<file path="config.mk">
export PLATFORM = sky130hd
export DESIGN_NAME = errbit_unpacker_flat
export DESIGN_NICKNAME = d
export VERILOG_FILES = /design/src/rtl/errbit_frame_pkg.sv /design/src/rtl/errbit_unpacker_if.sv /design/src/rtl/errbit_sat_cnt.sv /design/src/rtl/errbit_unpacker.sv /design/src/flat_wrapper.sv
export SDC_FILE = /design/constraint.sdc
export NUM_CORES = 1
export LEC_CHECK = 0
export CAP_MARGIN = 5
export CORE_ASPECT_RATIO = 1.75
export CORE_UTILIZATION = 48
export DETAILED_ROUTE_END_ITERATION = 8
export PLACE_DENSITY = 0.75
export REMOVE_ABC_BUFFERS = 1
export SYNTH_ARGS = -nofsm -noshare
export SYNTH_HDL_FRONTEND = slang
export SYNTH_SLANG_ARGS = --single-unit
</file>
<file path="constraint.sdc">
create_clock -name clk -period 1.99 [get_ports clk]
set_clock_uncertainty 0.1 [all_clocks]
set_input_delay 0.398 -clock clk [delete_from_list [all_inputs] [get_ports clk]]
set_output_delay 0.398 -clock clk [all_outputs]
set_load 0.005 [all_outputs]
</file>
<file path="src/rtl/errbit_frame_pkg.sv">
// Shared framing constants, field offsets and receiver FSM states for the
// 24-bit error-bit frame (header 1,0,1 / flags / ET bits / veto bits / stop).
package errbit_frame_pkg;

  localparam int unsigned HDR_LEN      = 3;
  localparam logic [2:0]  HDR_PATTERN  = 3'b101;  // bit i is the i-th header bit on the line
  localparam int unsigned PAYLOAD_LEN  = 20;
  localparam int unsigned ET_W         = 11;
  localparam int unsigned VETO_W       = 7;
  localparam int unsigned IDX_W        = 5;

  // Payload-relative field offsets, shared with the packer.
  localparam int unsigned OFF_GOT_ET   = 0;
  localparam int unsigned OFF_GOT_VETO = 1;
  localparam int unsigned OFF_ET       = 2;
  localparam int unsigned OFF_VETO     = OFF_ET + ET_W;

  typedef enum logic [2:0] {
    ST_IDLE,
    ST_H1,
    ST_H2,
    ST_PAY,
    ST_STOP,
    ST_DONE
  } unpack_state_e;

endpackage

</file>
<file path="src/rtl/errbit_unpacker_if.sv">
// Serial frame line plus decoded frame fields between packer side and unpacker.
interface errbit_unpacker_if;
  import errbit_frame_pkg::*;

  logic              d;
  logic              dv;
  logic              got_et;
  logic              got_veto;
  logic [ET_W-1:0]   errbit_et;
  logic [VETO_W-1:0] errbit_veto;
  logic              frame_err;

  modport master (
    output d,
    input  dv, got_et, got_veto, errbit_et, errbit_veto, frame_err
  );

  modport slave (
    input  d,
    output dv, got_et, got_veto, errbit_et, errbit_veto, frame_err
  );

endinterface

</file>
<file path="src/rtl/errbit_sat_cnt.sv">
// Generic up-counter with synchronous clear that sticks at all-ones.
module errbit_sat_cnt #(
  parameter int unsigned W = 8
) (
  input  logic         clk,
  input  logic         rst_n,
  input  logic         i_clr,
  input  logic         i_inc,
  output logic [W-1:0] o_cnt
);

  logic [W-1:0] r_cnt;

  always_ff @(posedge clk or negedge rst_n) begin
    if (!rst_n) begin
      r_cnt <= '0;
    end else if (i_clr) begin
      r_cnt <= '0;
    end else if (i_inc && (r_cnt != '1)) begin
      r_cnt <= r_cnt + W'(1);
    end
  end

  assign o_cnt = r_cnt;

endmodule

</file>
<file path="src/rtl/errbit_unpacker.sv">
// Serial error-bit frame receiver: header detect, 20-bit payload shift, optional
// stop-bit check (ERRBIT_UNPACK_STOPCHK_EN), parallel fields with dv pulse.
module errbit_unpacker
  import errbit_frame_pkg::*;
#(
  parameter int unsigned CNT_W = 16,
  parameter int unsigned ERR_W = 8
) (
  input  logic             clk,
  input  logic             rst_n,
  input  logic             LIVE,
  errbit_unpacker_if.slave bus,
  output logic [CNT_W-1:0] frame_cnt,
  output logic [ERR_W-1:0] err_cnt
);

  localparam logic [IDX_W-1:0] LAST_IDX = IDX_W'(PAYLOAD_LEN - 1);

`ifdef ERRBIT_UNPACK_STOPCHK_EN
  localparam int unsigned SHIFT_W = PAYLOAD_LEN;
`else
  localparam int unsigned SHIFT_W = PAYLOAD_LEN - 1;
`endif

  unpack_state_e          r_state, w_state_nxt;
  logic [IDX_W-1:0]       r_idx;
  logic [SHIFT_W-1:0]     r_shift;
  logic [SHIFT_W-1:0]     w_shift_nxt;
  logic [PAYLOAD_LEN-1:0] w_payload;
  logic                   w_shift_en;
  logic                   w_idx_clr;
  logic                   w_load;
  logic                   w_err;
  logic                   w_clr;

  logic                   r_dv;
  logic                   r_frame_err;
  logic                   r_got_et;
  logic                   r_got_veto;
  logic [ET_W-1:0]        r_et;
  logic [VETO_W-1:0]      r_veto;
  logic [CNT_W-1:0]       r_frame_cnt;

  // Without the stop check the fields load on the last payload bit itself, so
  // that bit is taken straight from the line and the register is one bit short.
`ifdef ERRBIT_UNPACK_STOPCHK_EN
  assign w_shift_nxt = {bus.d, r_shift[SHIFT_W-1:1]};
  assign w_payload   = r_shift;
`else
  assign w_payload   = {bus.d, r_shift};
  assign w_shift_nxt = w_payload[PAYLOAD_LEN-1:1];
`endif

  assign w_clr = ~LIVE;

  always_ff @(posedge clk or negedge rst_n) begin
    if (!rst_n) begin
      r_state <= ST_IDLE;
    end else begin
      r_state <= w_state_nxt;
    end
  end

  always_comb begin
    w_state_nxt = r_state;
    w_shift_en  = 1'b0;
    w_idx_clr   = 1'b0;
    w_load      = 1'b0;
    w_err       = 1'b0;
    if (!LIVE) begin
      w_state_nxt = ST_IDLE;
    end else begin
      unique case (r_state)
        ST_IDLE: begin
          if (bus.d == HDR_PATTERN[0]) w_state_nxt = ST_H1;
        end
        ST_H1: begin
          if (bus.d == HDR_PATTERN[1]) w_state_nxt = ST_H2;
        end
        ST_H2: begin
          if (bus.d == HDR_PATTERN[2]) begin
            w_state_nxt = ST_PAY;
            w_idx_clr   = 1'b1;
          end else begin
            w_state_nxt = ST_IDLE;
            w_err       = 1'b1;
          end
        end
        ST_PAY: begin
          w_shift_en = 1'b1;
          if (r_idx == LAST_IDX) begin
`ifdef ERRBIT_UNPACK_STOPCHK_EN
            w_state_nxt = ST_STOP;
`else
            w_state_nxt = ST_DONE;
            w_load      = 1'b1;
`endif
          end
        end
`ifdef ERRBIT_UNPACK_STOPCHK_EN
        ST_STOP: begin
          if (!bus.d) begin
            w_state_nxt = ST_DONE;
            w_load      = 1'b1;
          end else begin
            w_state_nxt = ST_IDLE;
            w_err       = 1'b1;
          end
        end
`endif
        ST_DONE: w_state_nxt = ST_IDLE;
        default: w_state_nxt = ST_IDLE;
      endcase
    end
  end

  // Fields load on entry to DONE so they are valid in the same cycle as dv.
  always_ff @(posedge clk or negedge rst_n) begin
    if (!rst_n) begin
      r_idx       <= '0;
      r_shift     <= '0;
      r_dv        <= 1'b0;
      r_frame_err <= 1'b0;
      r_got_et    <= 1'b0;
      r_got_veto  <= 1'b0;
      r_et        <= '1;
      r_veto      <= '1;
      r_frame_cnt <= '0;
    end else begin
      r_dv        <= w_load;
      r_frame_err <= w_err;
      if (w_idx_clr) begin
        r_idx <= '0;
      end else if (w_shift_en) begin
        r_idx <= r_idx + IDX_W'(1);
      end
      if (w_shift_en) begin
        r_shift <= w_shift_nxt;
      end
      if (w_load) begin
        r_got_et   <= w_payload[OFF_GOT_ET];
        r_got_veto <= w_payload[OFF_GOT_VETO];
        r_et       <= w_payload[OFF_ET +: ET_W];
        r_veto     <= w_payload[OFF_VETO +: VETO_W];
      end
      if (w_clr) begin
        r_frame_cnt <= '0;
      end else if (w_load) begin
        r_frame_cnt <= r_frame_cnt + CNT_W'(1);
      end
    end
  end

  errbit_sat_cnt #(
    .W (ERR_W)
  ) u_err_cnt (
    .clk   (clk),
    .rst_n (rst_n),
    .i_clr (w_clr),
    .i_inc (w_err),
    .o_cnt (err_cnt)
  );

  assign bus.dv          = r_dv;
  assign bus.frame_err   = r_frame_err;
  assign bus.got_et      = r_got_et;
  assign bus.got_veto    = r_got_veto;
  assign bus.errbit_et   = r_et;
  assign bus.errbit_veto = r_veto;
  assign frame_cnt       = r_frame_cnt;

endmodule

</file>
<file path="src/flat_wrapper.sv">
// flat-port wrapper written by rule: the top's interface ports become plain ports
module errbit_unpacker_flat import errbit_frame_pkg::*;
#(
  parameter int unsigned CNT_W = 16,
  parameter int unsigned ERR_W = 8
)
  (clk, rst_n, LIVE, frame_cnt, err_cnt, bus_d, bus_dv, bus_got_et, bus_got_veto, bus_errbit_et, bus_errbit_veto, bus_frame_err);
  errbit_unpacker_if bus_i ();
  input  logic clk;
  input  logic rst_n;
  input  logic LIVE;
  output logic [CNT_W-1:0] frame_cnt;
  output logic [ERR_W-1:0] err_cnt;
  input wire logic [$bits(bus_i.d)-1:0] bus_d;
  output wire logic [$bits(bus_i.dv)-1:0] bus_dv;
  output wire logic [$bits(bus_i.got_et)-1:0] bus_got_et;
  output wire logic [$bits(bus_i.got_veto)-1:0] bus_got_veto;
  output wire logic [$bits(bus_i.errbit_et)-1:0] bus_errbit_et;
  output wire logic [$bits(bus_i.errbit_veto)-1:0] bus_errbit_veto;
  output wire logic [$bits(bus_i.frame_err)-1:0] bus_frame_err;
  assign bus_i.d = bus_d;
  assign bus_dv = bus_i.dv;
  assign bus_got_et = bus_i.got_et;
  assign bus_got_veto = bus_i.got_veto;
  assign bus_errbit_et = bus_i.errbit_et;
  assign bus_errbit_veto = bus_i.errbit_veto;
  assign bus_frame_err = bus_i.frame_err;
  errbit_unpacker #(.CNT_W(CNT_W), .ERR_W(ERR_W)) u_core (.clk(clk), .rst_n(rst_n), .LIVE(LIVE), .bus(bus_i), .frame_cnt(frame_cnt), .err_cnt(err_cnt));
endmodule
</file>
======== Word-level counts from Yosys, hierarchy flattened ========
Index checks and enable logic that the tools add are counted.
W data, S select, Z words.
operators by class
  reduce and logical (&&, ||, !) cells .... 4
  add/sub/neg operators ................... 3
  muxes and demuxes ....................... 23
  equality and inequality tests ........... 10
operator list
  operator                 number
  $mux W16                 2
  $add A16 B1 Y16 const B  1
  $mux W8                  2
  $mux W3                  4
  $pmux W3 S4              1
  $mux W1                  11
  $mux W5                  2
  $add A8 B1 Y8 const B    1
  $ne A8 B8 Y1 const B     1
  $eq A3 B2 Y1 const B     2
  $ne A3 B3 Y1 const B     2
  $add A5 B1 Y5 const B    1
  $eq A5 B5 Y1 const B     1
  $ne A2 B1 Y1 const B     2
  $eq A3 B1 Y1 const B     1
  $logic_not A3 Y1         1
  $ne A3 B2 Y1 const B     1
  $reduce_and A3 Y1        1
  $mux W2                  1
  $reduce_bool A2 Y1       1
  $logic_and A1 B1 Y1      1
storage, ports and cells
  output and inout port bits .............. 46
  register bits after elaboration ......... 73
  input port bits ......................... 4

======== Longest topological paths before layout ========
Gate-level depths: netlist (run 1).
  depth in word-level cells ............... 6
  mapped depth ............................ 8
  depth with buffers taken out ............ 6

======== By module ========
From an unflattened synthesis (run 1), not the netlist that was laid out.
unflattened totals
  cells, all modules ...................... 345
  area, all modules ....................... 3223.1 µm²
modules (own cells, without submodules)
  module           times used  area an instance (µm²)  seq. area each (µm²)  cells each
  errbit_unpacker  1           2758.9                  1649.1                296
  errbit_sat_cnt   1           464.2                   200.2                 49

======== Worst setup path before layout (run 1) ========
No wires, ideal clock.
  kind .................................... reg2reg
  from .................................... register u_core.u_err_cnt.r_cnt[0] (netlist: u_core.u_err_cnt.o_cnt[0])
  to ...................................... register u_core.u_err_cnt.r_cnt[5] (netlist: u_core.u_err_cnt.o_cnt[5])
  period minus slack after synthesis ...... 2.035 ns
  data required time ...................... 1.769 ns
  cell stages (with the launch flop) ...... 6
  arrival time ............................ 1.814 ns
  path slack .............................. -0.045 ns
  cells stage by stage .................... dfrtp_1 ha_1 and4_1 a311oi_4 mux2_2 a22o_1
between the ends
  word-level cells in the longest chain between the ends .. 3
ends and longest elaborated chain
  item                                                   line                                        source
  start: declaration                                     errbit_sat_cnt.sv:12                        logic [W-1:0] r_cnt;
  start signal: assignment                               errbit_sat_cnt.sv:20                        r_cnt <= r_cnt + W'(1);
  $add A8 B1 Y8 / $ne A8 B8 Y1 (equally long branches)   errbit_sat_cnt.sv:20, errbit_sat_cnt.sv:19
  $mux W8 / $logic_and A1 B1 Y1 (equally long branches)  errbit_sat_cnt.sv:19                        end else if (i_inc && (r_cnt != '1)) begin
  $mux W8 / $ne A2 B1 Y1 (equally long branches)         -
Several ways; a longest one is shown, not always the timed one. The select of a mux whose other input is x is not followed.
A chain may end at the register's enable or synchronous reset.

======== Worst setup path in the final report (run 1) ========
  from .................................... register u_core.r_state[2]
  to ...................................... register u_core.r_frame_cnt[15] (netlist: u_core.frame_cnt[15])
between the ends
  word-level cells in the longest chain between the ends .. 4
ends and longest elaborated chain
  item                      line                    source
  start: declaration        errbit_unpacker.sv:25   unpack_state_e r_state, w_state_nxt;
  start signal: assignment  errbit_unpacker.sv:60   r_state <= w_state_nxt;
  $eq A3 B2 Y1              errbit_unpacker.sv:73   unique case (r_state)
  $mux W1                   errbit_unpacker.sv:73
  $mux W1                   errbit_unpacker.sv:70   if (!LIVE) begin
  $ne A2 B1 Y1 (no line)    -
  end signal: assignment    errbit_unpacker.sv:149  r_frame_cnt <= r_frame_cnt + CNT_W'(1);
  end: declaration          errbit_unpacker.sv:42   logic [CNT_W-1:0] r_frame_cnt;
No other way between the ends.

==> results of run 1 <==
[logic make-up (layout without fill, tap and decap cells)]
| kind of cell | count (synthesis) | count (layout) | synth area share [%] |
|---|---|---|---|
| and+or+nand+nor | 194 | 194 | 28.0 |
| xor gates and xnor gates | 12 | 12 | 3.26 |
| AOI/OAI and AO/OA | 30 | 30 | 6.28 |
| DFF | 73 | 73 | 57.3 |
| buffers and inverters | 20 | 110 | 2.40 |
| adders and majority gates | 3 | 3 | 1.16 |
| muxes | 5 | 5 | 1.63 |
[registers in the layout, summed over array words and instances, names as in the netlist]
register	flops
u_core.r_state	3
u_core.u_err_cnt.o_cnt	8
u_core.r_idx	5
u_core.frame_cnt	16
u_core.bus.frame_err	1
u_core.bus.got_et	1
u_core.bus.errbit_et	11
u_core.bus.errbit_veto	7
u_core.bus.dv	1
u_core.r_shift	19
u_core.bus.got_veto	1
[critical path: stages, from the launching register on]
cell	delay (ps)
dfrtp_1	410
nand3b_2	250
or4_4	570
or3_1	370
a21oi_1	150
[metrics by stage]
stage          setup TNS [ps]  utilization [%]  cell area [um2]
2_1_floorplan           -1020                -             3180
3_3_place_gp             -916             62.9             4080
3_5_place_dp            -1520             62.9             4080
4_1_cts                     0             67.1             4360
5_1_grt                     0             67.7             4390
6_report                    0             67.7             4390
[where the power goes]
| group | switching, W | internal [W] |
|---|---|---|
| Sequential | 0.0000186 | 0.00151 |
| Combinational | 0.0000792 | 0.0000716 |
| Clock | 0.000556 | 0.000877 |
[per-layer routing]
metal / up-vias / wire, um / track usage (%) / share of wire, %
met5: - / 0 / 0 / 0
met4: 0 / 162 / 10.8 / 2.3
met3: 14 / 250 / 5.17 / 3.6
met2: 57 / 3790 / 39.1 / 54
met1: 1269 / 2760 / 23.6 / 40
li1: 1292 / - / - / -
[cells in the final DEF (no fill, tap or decap), types with 3 or more instances in the layout]
cell type,count
a21oi_1,11
buf_12,5
buf_4,33
clkbuf_1,5
clkbuf_16,9
clkdlybuf4s50_1,48
dfrtp_1,55
dfstp_2,18
inv_1,6
mux2i_1,3
nand2_1,130
nand3_1,8
nand4_1,6
nor2_1,18
nor4_1,4
o21ai_0,8
o31ai_1,4
or3_1,5
or4_1,3
xnor2_1,7
xor2_1,5
[timing repair]
item                                    CTS  global route
setup buffers                             0             4
gates resized for setup                   2             3
endpoints found under the hold margin     0             0
pin swaps                                 0             1
gates cloned                              0             0
endpoints found under the setup margin    3             6
[final cells by class]
cell class,count,area (um2)
multi-input combinational,244,1320
clock inverter,1,5.00
tap,82,103
fill,508,2100
inverter,7,26.3
timing repair buffer,87,833
clock buffer,15,258
sequential,73,1850
[how the worst max path moves through the flow]
| stage | startpoint | to | slack (ps) | cells past startpoint |
|---|---|---|---|---|
| after floorplan | u_core.r_state[1] | u_core.bus.got_et | -50 | 5 |
| after global placement | LIVE | u_core.u_err_cnt.o_cnt[7] | -210 | 5 |
| after detailed placement | LIVE | u_core.u_err_cnt.o_cnt[7] | -230 | 5 |
| after CTS | u_core.u_err_cnt.o_cnt[0] | u_core.u_err_cnt.o_cnt[7] | 5 | 5 |
| after global routing | u_core.r_state[2] | u_core.frame_cnt[15] | 10 | 4 |
| final | u_core.r_state[2] | u_core.frame_cnt[15] | 70 | 4 |
==> metrics.txt, run 1 <==
Primary FF master, synth dfrtp_1; most frequent cell after synthesis nand2_1; kind of end point of the critical path register; initial drt markers 140; Synth warnings 0; RR Endpoint u_core.frame_cnt[15]; vias in the first global route approximately 2600; Clk Latency, worst-skew pair 330 ps; layout cells sized above 1 between 10% and 20%; top post-synthesis cells by area dfrtp_1 (43%), nand2_1 (15%), dfstp_2 (15%); Startpoint Class register; Yosys reg bits 73; Die H 110 um; final worst-path cycle share 96.4%; initial antenna violation count 0; final setup fails 0; IR drop worst, VDD between 0.5 and 0.6 mV; die area between 0.007 and 0.008 mm2; CTS tree yes; clock transition at the registers of the reported paths about 50 ps; total clock sinks 73; Slew Limit Fails 0; io pins 50; DR WL/cell 13.7 um; Nets 429; CTS buffer count 9; top-area cell type share of the netlist area 42.6%; flop2flop setup slack slightly above 70 ps; Max Root-Sink Buffers 2; Crit path required time ~2100 ps; Max-Cap Viols 0; Hold Slack -9.09 ps; RD Place Congestion 0.803; pwr/cell area 708 mW/mm2; initial core utilization 49.7%; Remaining Overflow, GRT 0; minimum clock period 1920 ps; drt pass-1 iters 4; post-synthesis async set-or-reset flop share 100%; first-pass GRT wire length 11900 um; vias per cell roughly 5.2; Core ar. 0.00649 mm2; setup repair after global routing missed its margin no; antenna diode instance count 0; Worst slew margin 67.8%; Post-route DRC 0; chip width 64.0 um; final antenna-violating net count 0; placed insts ~490; detailed-route via count approximately 2600; cell row count 39; failing checks hold timing; Power, Total 0.00311 W; H-tree Lvls 3; Post-Place Setup Slack -234 ps; gr usage total approximately 22%; Worst-Margin Slew 479 ps; largest net degree at the start of global routing 74; EDFF count, synth 0; Avg Cell Area, Syn 9.58 um2; Yosys top cell by area dfrtp_1; Worst Hold Class in -> async; input/output buffers 49; sequential fraction of the synthesis area 57.3%; post-DP HPWL 4650 um; fin cells 509; area of the mapped netlist around 0.0032 mm2; LEAKAGE 2.04 nW; Hold Vio Cnt, Final 5; reg2reg start u_core.r_state[2]; crit path DAT just over 2000 ps; Commonest cells post-synth nand2_1 (130), dfrtp_1 (55), dfstp_2 (18), nor2_1 (18); Syn-to-layout area delta 36.1%; crit-path max FO 6; Routed WL 6960 um; setup ws final between 70 and 80 ps; Crit Path Category reg -> reg; outcome finished, violations left; Post-CTS Hold Buffers 0; Synth cell types 44; Synth Instances 337; root buffer cell clkbuf_16; Worst R2R Path Depth 4; f_max 521 MHz
Note: power is estimated with default switching activity, not from simulation.
==> run 2, diff against run 1 <==
--- a/config.mk
+++ b/config.mk
@@ -9,7 +9,7 @@
 export CORE_ASPECT_RATIO = 1.75
 export CORE_UTILIZATION = 48
 export DETAILED_ROUTE_END_ITERATION = 8
-export PLACE_DENSITY = 0.75
+export PLACE_DENSITY_LB_ADDON = 0.2
 export REMOVE_ABC_BUFFERS = 1
 export SYNTH_ARGS = -nofsm -noshare
 export SYNTH_HDL_FRONTEND = slang
==> run 2 against run 1 <==
Compared with the run above:
- the flow still finishes with violations (hold timing)
- sequential share of layout area about the same
- flip-flop and latch count unchanged
- global-route usage decreased by 0.31 points
- combinational power decreased by 13%
- fmax decreased by 0.70%
- via count increased by 0.61%
- critical path depth increased by 1
- total power increased by 3.6%
- count of clock-buffer cells in the layout decreased by 3
- highest routed layer unchanged
- clock power increased by 9%
- hold slack got worse by 11 ps
- die area unchanged
==> metrics.txt, run 2 (synthesis gave the netlist of run 1 again) <==
setup ws final 57.3 ps (was 70.9 ps); kind of end point of the critical path register (unchanged); post-DP HPWL 4620 um (was 4650 um); layout cells sized above 1 19.3% (was 19.0%); Switching Share 20.6% (was 21.0%); Hold Vio Cnt, Final 14 (was 5); power share of the sequential group 47.3% (was 49.0%); Routed WL 6760 um (was 6960 um); failing checks hold timing (unchanged); H-tree Lvls 3 (unchanged); Die H 110 um (unchanged); largest net degree at the start of global routing 74 (unchanged); cell row count 39 (unchanged); gr usage total 21.6% (was 22.0%); Remaining Overflow, GRT 0 (unchanged); DR WL/cell 13.4 um (was 13.7 um); most common cell after layout, fill and taps aside nand2_1 (unchanged); pwr/cell area 733 mW/mm2 (was 708 mW/mm2); antenna diode instance count 0 (unchanged); chip width 64.0 um (unchanged); final worst-path cycle share 97.1% (was 96.4%); detailed-route via count 2648 (was 2632); max reg flops 19 (unchanged); Crit Path Category in -> reg (was reg -> reg); setup repair after global routing missed its margin no (unchanged); vias in the first global route 2620 (was 2649); final setup fails 0 (unchanged); Core ar. 0.00649 mm2 (unchanged); P_int 0.00256 W (was 0.00245 W); root buffer cell clkbuf_16 (unchanged); outcome finished, violations left (unchanged); Post-Place Setup Slack -293 ps (was -234 ps); fin cells 506 (was 509); vias per cell 5.23 (was 5.17); Crit path required time 2140 ps (about the same); input/output buffers 49 (unchanged); Clk Latency, worst-skew pair 330 ps (about the same); Startpoint Class primary input (was register); switching power 0.000663 W (was 0.000654 W); Worst slew margin 73.8% (was 67.8%); initial antenna violation count 0 (unchanged); crit path DAT 2090 ps (was 2070 ps); drt pass-1 iters 4 (unchanged); io pins 50 (unchanged); minimum clock period 1930 ps (was 1920 ps); Max-Cap Viols 0 (unchanged); Max Root-Sink Buffers 2 (unchanged); placed insts 490 (was 489); final core utilization 67.7% (about the same); Post-route DRC 0 (unchanged); Syn-to-layout area delta 36.1% (about the same); initial drt markers 114 (was 140); Nets 427 (was 429); clock transition at the registers of the reported paths 50 ps (about the same); crit-path max FO 4 (was 6); Worst Hold Class in -> async (unchanged); total clock sinks 73 (unchanged); IR drop worst, VDD 0.608 mV (was 0.563 mV); CTS tree yes (unchanged); Slew Limit Fails 0 (unchanged); f_max 517 MHz (was 521 MHz); LEAKAGE 2.02 nW (was 2.04 nW); first-pass GRT wire length 11800 um (was 11900 um); FILL cells 517 (was 508); combinational share of power 4.1% (was 4.9%); Hold Slack -20.3 ps (was -9.09 ps); final antenna-violating net count 0 (unchanged); die area 0.00707 mm2 (unchanged); commonest non-fill, non-tap cells in the layout nand2_1 (130), dfrtp_1 (55), clkdlybuf4s50_1 (48), buf_4 (33) (unchanged); Top reg by flops u_core.r_shift (unchanged); CTS buffer count 9 (unchanged); initial core utilization 49.7% (unchanged); RD Place Congestion 0.761 (was 0.803); Worst-Margin Slew 390 ps (was 479 ps); clock network power share 48.6% (was 46.1%)
run 2: changes by cell type in the layout (fill, tap and decap cells not counted), sizes merged:
| cell | before | now |
|---|---|---|
| clkbuf | 15 | 12 |
| buf | 39 | 37 |
| bufinv | 0 | 1 |
| clkinvlp | 0 | 1 |
run 2: power groups by stage:
stage          clock, W  combinational [W]  sequential, W
2_1_floorplan         0          0.0000381        0.00154
5_1_grt         0.00167           0.000152        0.00153
3_5_place_dp          0           0.000126        0.00154
3_3_place_gp          0           0.000122        0.00154
6_report        0.00156           0.000132        0.00153
4_1_cts         0.00160           0.000128        0.00152
run 2: final timing paths:
kind | cells after the start | slack, ps | from | to
setup / recovery | 5 | 60 | LIVE | u_core.u_err_cnt.o_cnt[7]
hold reg to reg | 2 | 350 | u_core.bus.errbit_veto[3] | u_core.bus.errbit_veto[3]
hold / removal | 2 | -20 | rst_n | u_core.u_err_cnt.o_cnt[1]
max in group asynchronous | 2 | 1460 | rst_n | u_core.bus.errbit_et[2]
setup reg to reg | 4 | 80 | u_core.r_state[2] | u_core.frame_cnt[15]
min in group clk | 2 | 350 | u_core.bus.errbit_veto[3] | u_core.bus.errbit_veto[3]
run 2: worst max-delay path, stage by stage:
cell,delay [ps]
clkdlybuf4s50_1,550
nand4bb_4,150
a311o_1,350
or4_1,490
a21oi_2,150
run 2: through the flow:
| step | power, W | hold WS, ps | setup TNS (ps) | instance area (um2) |
|---|---|---|---|---|
| after floorplan | 0.00158 | 2.41 | -1020 | 3180 |
| final | 0.00322 | -20.3 | 0 | 4390 |
| after CTS | 0.00325 | 9.85 | 0 | 4360 |
| after detailed placement | 0.00167 | 348 | -3150 | 4070 |
| after global placement | 0.00166 | 347 | -2220 | 4070 |
| after global routing | 0.00335 | 19.6 | 0 | 4390 |
run 2: final cells by class:
| type | instances | area (um2) | area share, % |
|---|---|---|---|
| Sequential cell | 73 | 1850 | 42.1 |
| Multi-Input combinational cell | 244 | 1330 | 30.4 |
| Timing Repair Buffer | 85 | 793 | 18.1 |
| Clock buffer | 12 | 246 | 5.61 |
| Tap cell | 82 | 103 | 2.33 |
| Clock inverter | 3 | 42.5 | 0.968 |
| Inverter | 7 | 26.3 | 0.598 |
run 2: timing repair:
item | in CTS | in global routing
hold buffers | 0 | 0
resized for setup | 1 | 6
endpoints found under the setup margin | 1 | 6
setup buffers | 0 | 1
pin swaps | 0 | 1
run 2: layer usage:
| layer | global-route usage, % | vias to the layer above | wire, um |
|---|---|---|---|
| li1 | - | 1288 | - |
| met1 | 25.1 | 1300 | 2740 |
| met2 | 36.6 | 46 | 3680 |
| met3 | 5.48 | 14 | 211 |
| met4 | 10.2 | 0 | 133 |
| met5 | 0 | - | 0 |
==> run 3, diff against run 2 <==
--- a/config.mk
+++ b/config.mk
@@ -7,6 +7,7 @@
 export LEC_CHECK = 0
 export CAP_MARGIN = 5
 export CORE_ASPECT_RATIO = 1.75
+export CORE_MARGIN = 2
 export CORE_UTILIZATION = 48
 export DETAILED_ROUTE_END_ITERATION = 8
 export PLACE_DENSITY_LB_ADDON = 0.2
==> run 3 against run 2 <==
Compared with the run above:
- die area rose by 5.0%
- setup slack gained 11 ps
- largest power group unchanged
- sequential power hardly changed
- wire length grew 1.9%
- critical path type unchanged
- clock power increased by 19%
- core utilization rose by 0.45 points
- the flow still finishes with violations (hold timing)
- flip-flop and latch count did not move
- design area rose by 1.4%
- via count fell by 0.87%
- critical endpoint unchanged
- sequential share of layout area shrank 0.59 points
==> metrics.txt, run 3 (synthesis gave the netlist of run 1 again) <==
outcome finished, violations left (unchanged); failing checks hold timing (unchanged); Worst Hold Class in -> async (unchanged); final worst-path cycle share 96.5% (was 97.1%); vias in the first global route 2643 (was 2620); f_max 520 MHz (was 517 MHz); initial drt markers 106 (was 114); Top reg by flops u_core.r_shift (unchanged); multi-input logic area 0.00134 mm2 (was 0.00133 mm2); RD Place Congestion 0.775 (was 0.761); Max-Cap Viols 0 (unchanged); Max Root-Sink Buffers 2 (unchanged); kind of end point of the critical path register (unchanged); setup ws final 68.8 ps (was 57.3 ps); Setup TNS Final 0 ps (unchanged); antenna diode instance count 0 (unchanged); Nets 425 (was 427); Core ar. 0.00654 mm2 (was 0.00649 mm2); first-pass GRT wire length 11600 um (was 11800 um); Post-Place Setup Slack -288 ps (was -293 ps); Crit Path Category in -> reg (unchanged); Remaining Overflow, GRT 0 (unchanged); CTS buffer count 9 (unchanged); gr usage total 20.4% (was 21.6%); input/output buffers 49 (unchanged); H-tree Lvls 3 (unchanged); Startpoint Class primary input (unchanged); Post-CTS Hold Buffers 0 (unchanged); Worst R2R Path Depth 5 (was 4); most common cell after layout, fill and taps aside nand2_1 (unchanged); pwr/cell area 788 mW/mm2 (was 733 mW/mm2); io pins 50 (unchanged); post-DP HPWL 4550 um (was 4620 um); Syn-to-layout area delta 38.1% (was 36.1%); IR drop worst, VDD 0.554 mV (was 0.608 mV); max reg flops 19 (unchanged); commonest non-fill, non-tap cells in the layout nand2_1 (130), dfrtp_1 (55), clkdlybuf4s50_1 (48), buf_4 (30) (was nand2_1 (130), dfrtp_1 (55), clkdlybuf4s50_1 (48), buf_4 (33)); crit path from LIVE (unchanged); minimum clock period 1920 ps (was 1930 ps); DR WL/cell 13.6 um (was 13.4 um); initial antenna violation count 0 (unchanged); Power, Total 0.00351 W (was 0.00322 W); LEAKAGE 2.06 nW (was 2.02 nW); Slew Limit Fails 0 (unchanged); Hold Slack -30.1 ps (was -20.3 ps); total clock sinks 73 (unchanged); Die H 112 um (was 110 um); clock transition at the registers of the reported paths 50 ps (about the same); layout cells sized above 1 19.9% (was 19.3%); drt pass-1 iters 4 (unchanged); die area 0.00742 mm2 (was 0.00707 mm2); initial core utilization 49.4% (was 49.7%); final setup fails 0 (unchanged); Worst-Margin Slew 390 ps (about the same); final core utilization 68.2% (was 67.7%); cell row count 39 (unchanged); CTS tree yes (unchanged); reg2reg start u_core.u_err_cnt.o_cnt[0] (was u_core.r_state[2]); Hold Vio Cnt, Final 14 (unchanged); crit-path max FO 4 (unchanged); vias per cell 5.20 (was 5.23); chip width 66.0 um (was 64.0 um); Clk Latency, worst-skew pair 330 ps (about the same); Post-route DRC 0 (unchanged); Crit path required time 2150 ps (was 2140 ps); FILL cells 547 (was 517); Routed WL 6890 um (was 6760 um); Worst slew margin 74.0% (was 73.8%); root buffer cell clkbuf_16 (unchanged); largest net degree at the start of global routing 74 (unchanged); final antenna-violating net count 0 (unchanged); Reg area 0.00185 mm2 (unchanged); detailed-route via count 2625 (was 2648); crit path DAT 2080 ps (was 2090 ps)
[run 3: worst paths after layout]
| kind | slack [ps] | end |
|---|---|---|
| min in group clk | 350 | u_core.bus.errbit_veto[2] |
| hold reg to reg | 350 | u_core.bus.errbit_veto[2] |
| setup / recovery | 70 | u_core.u_err_cnt.o_cnt[7] |
| setup reg to reg | 70 | u_core.u_err_cnt.o_cnt[7] |
| max in group asynchronous | 1460 | u_core.bus.errbit_et[0] |
| hold / removal | -30 | u_core.u_err_cnt.o_cnt[3] |
[run 3: stage by stage]
| stage | cells | area, um2 |
|---|---|---|
| 2_1_floorplan | 324 | 3180 |
| 3_3_place_gp | 487 | 4060 |
| 3_5_place_dp | 487 | 4060 |
| 4_1_cts | 503 | 4410 |
| 5_1_grt | 505 | 4460 |
| 6_report | 505 | 4460 |
[run 3: layout make-up]
type,count,area share [%]
clock buffers,11,5.45
clock inverters,5,2.33
inverters,7,0.590
multi-input cells,244,30.1
flip-flops and latches,73,41.5
well taps,82,2.30
repair buffers,83,17.7
[run 3: where the power goes]
part	switching [W]	internal, W	leakage (nW)
logic	0.0000747	0.0000651	0.936
registers	0.0000198	0.00150	0.951
clock network	0.000591	0.00126	0.170
[run 3: worst max-delay path: stages]
cell,delay [ps]
clkdlybuf4s50_1,540
nand4bb_4,150
a311o_1,360
or4_4,480
a21oi_2,140
[run 3: layer usage]
| layer | part of all wire, % | GRT usage, % |
|---|---|---|
| met4 | 1.2 | 9.66 |
| met1 | 39 | 22.9 |
| met2 | 56 | 35.8 |
| met5 | 0 | 0 |
| met3 | 3.7 | 4.41 |
[run 3: what timing repair did]
| action | 4_1_cts | 5_1_grt |
|---|---|---|
| buffers inserted | 0 | 2 |
| pin swaps | 0 | 1 |
| gates resized for setup | 3 | 6 |
| setup endpoints to repair | 3 | 6 |
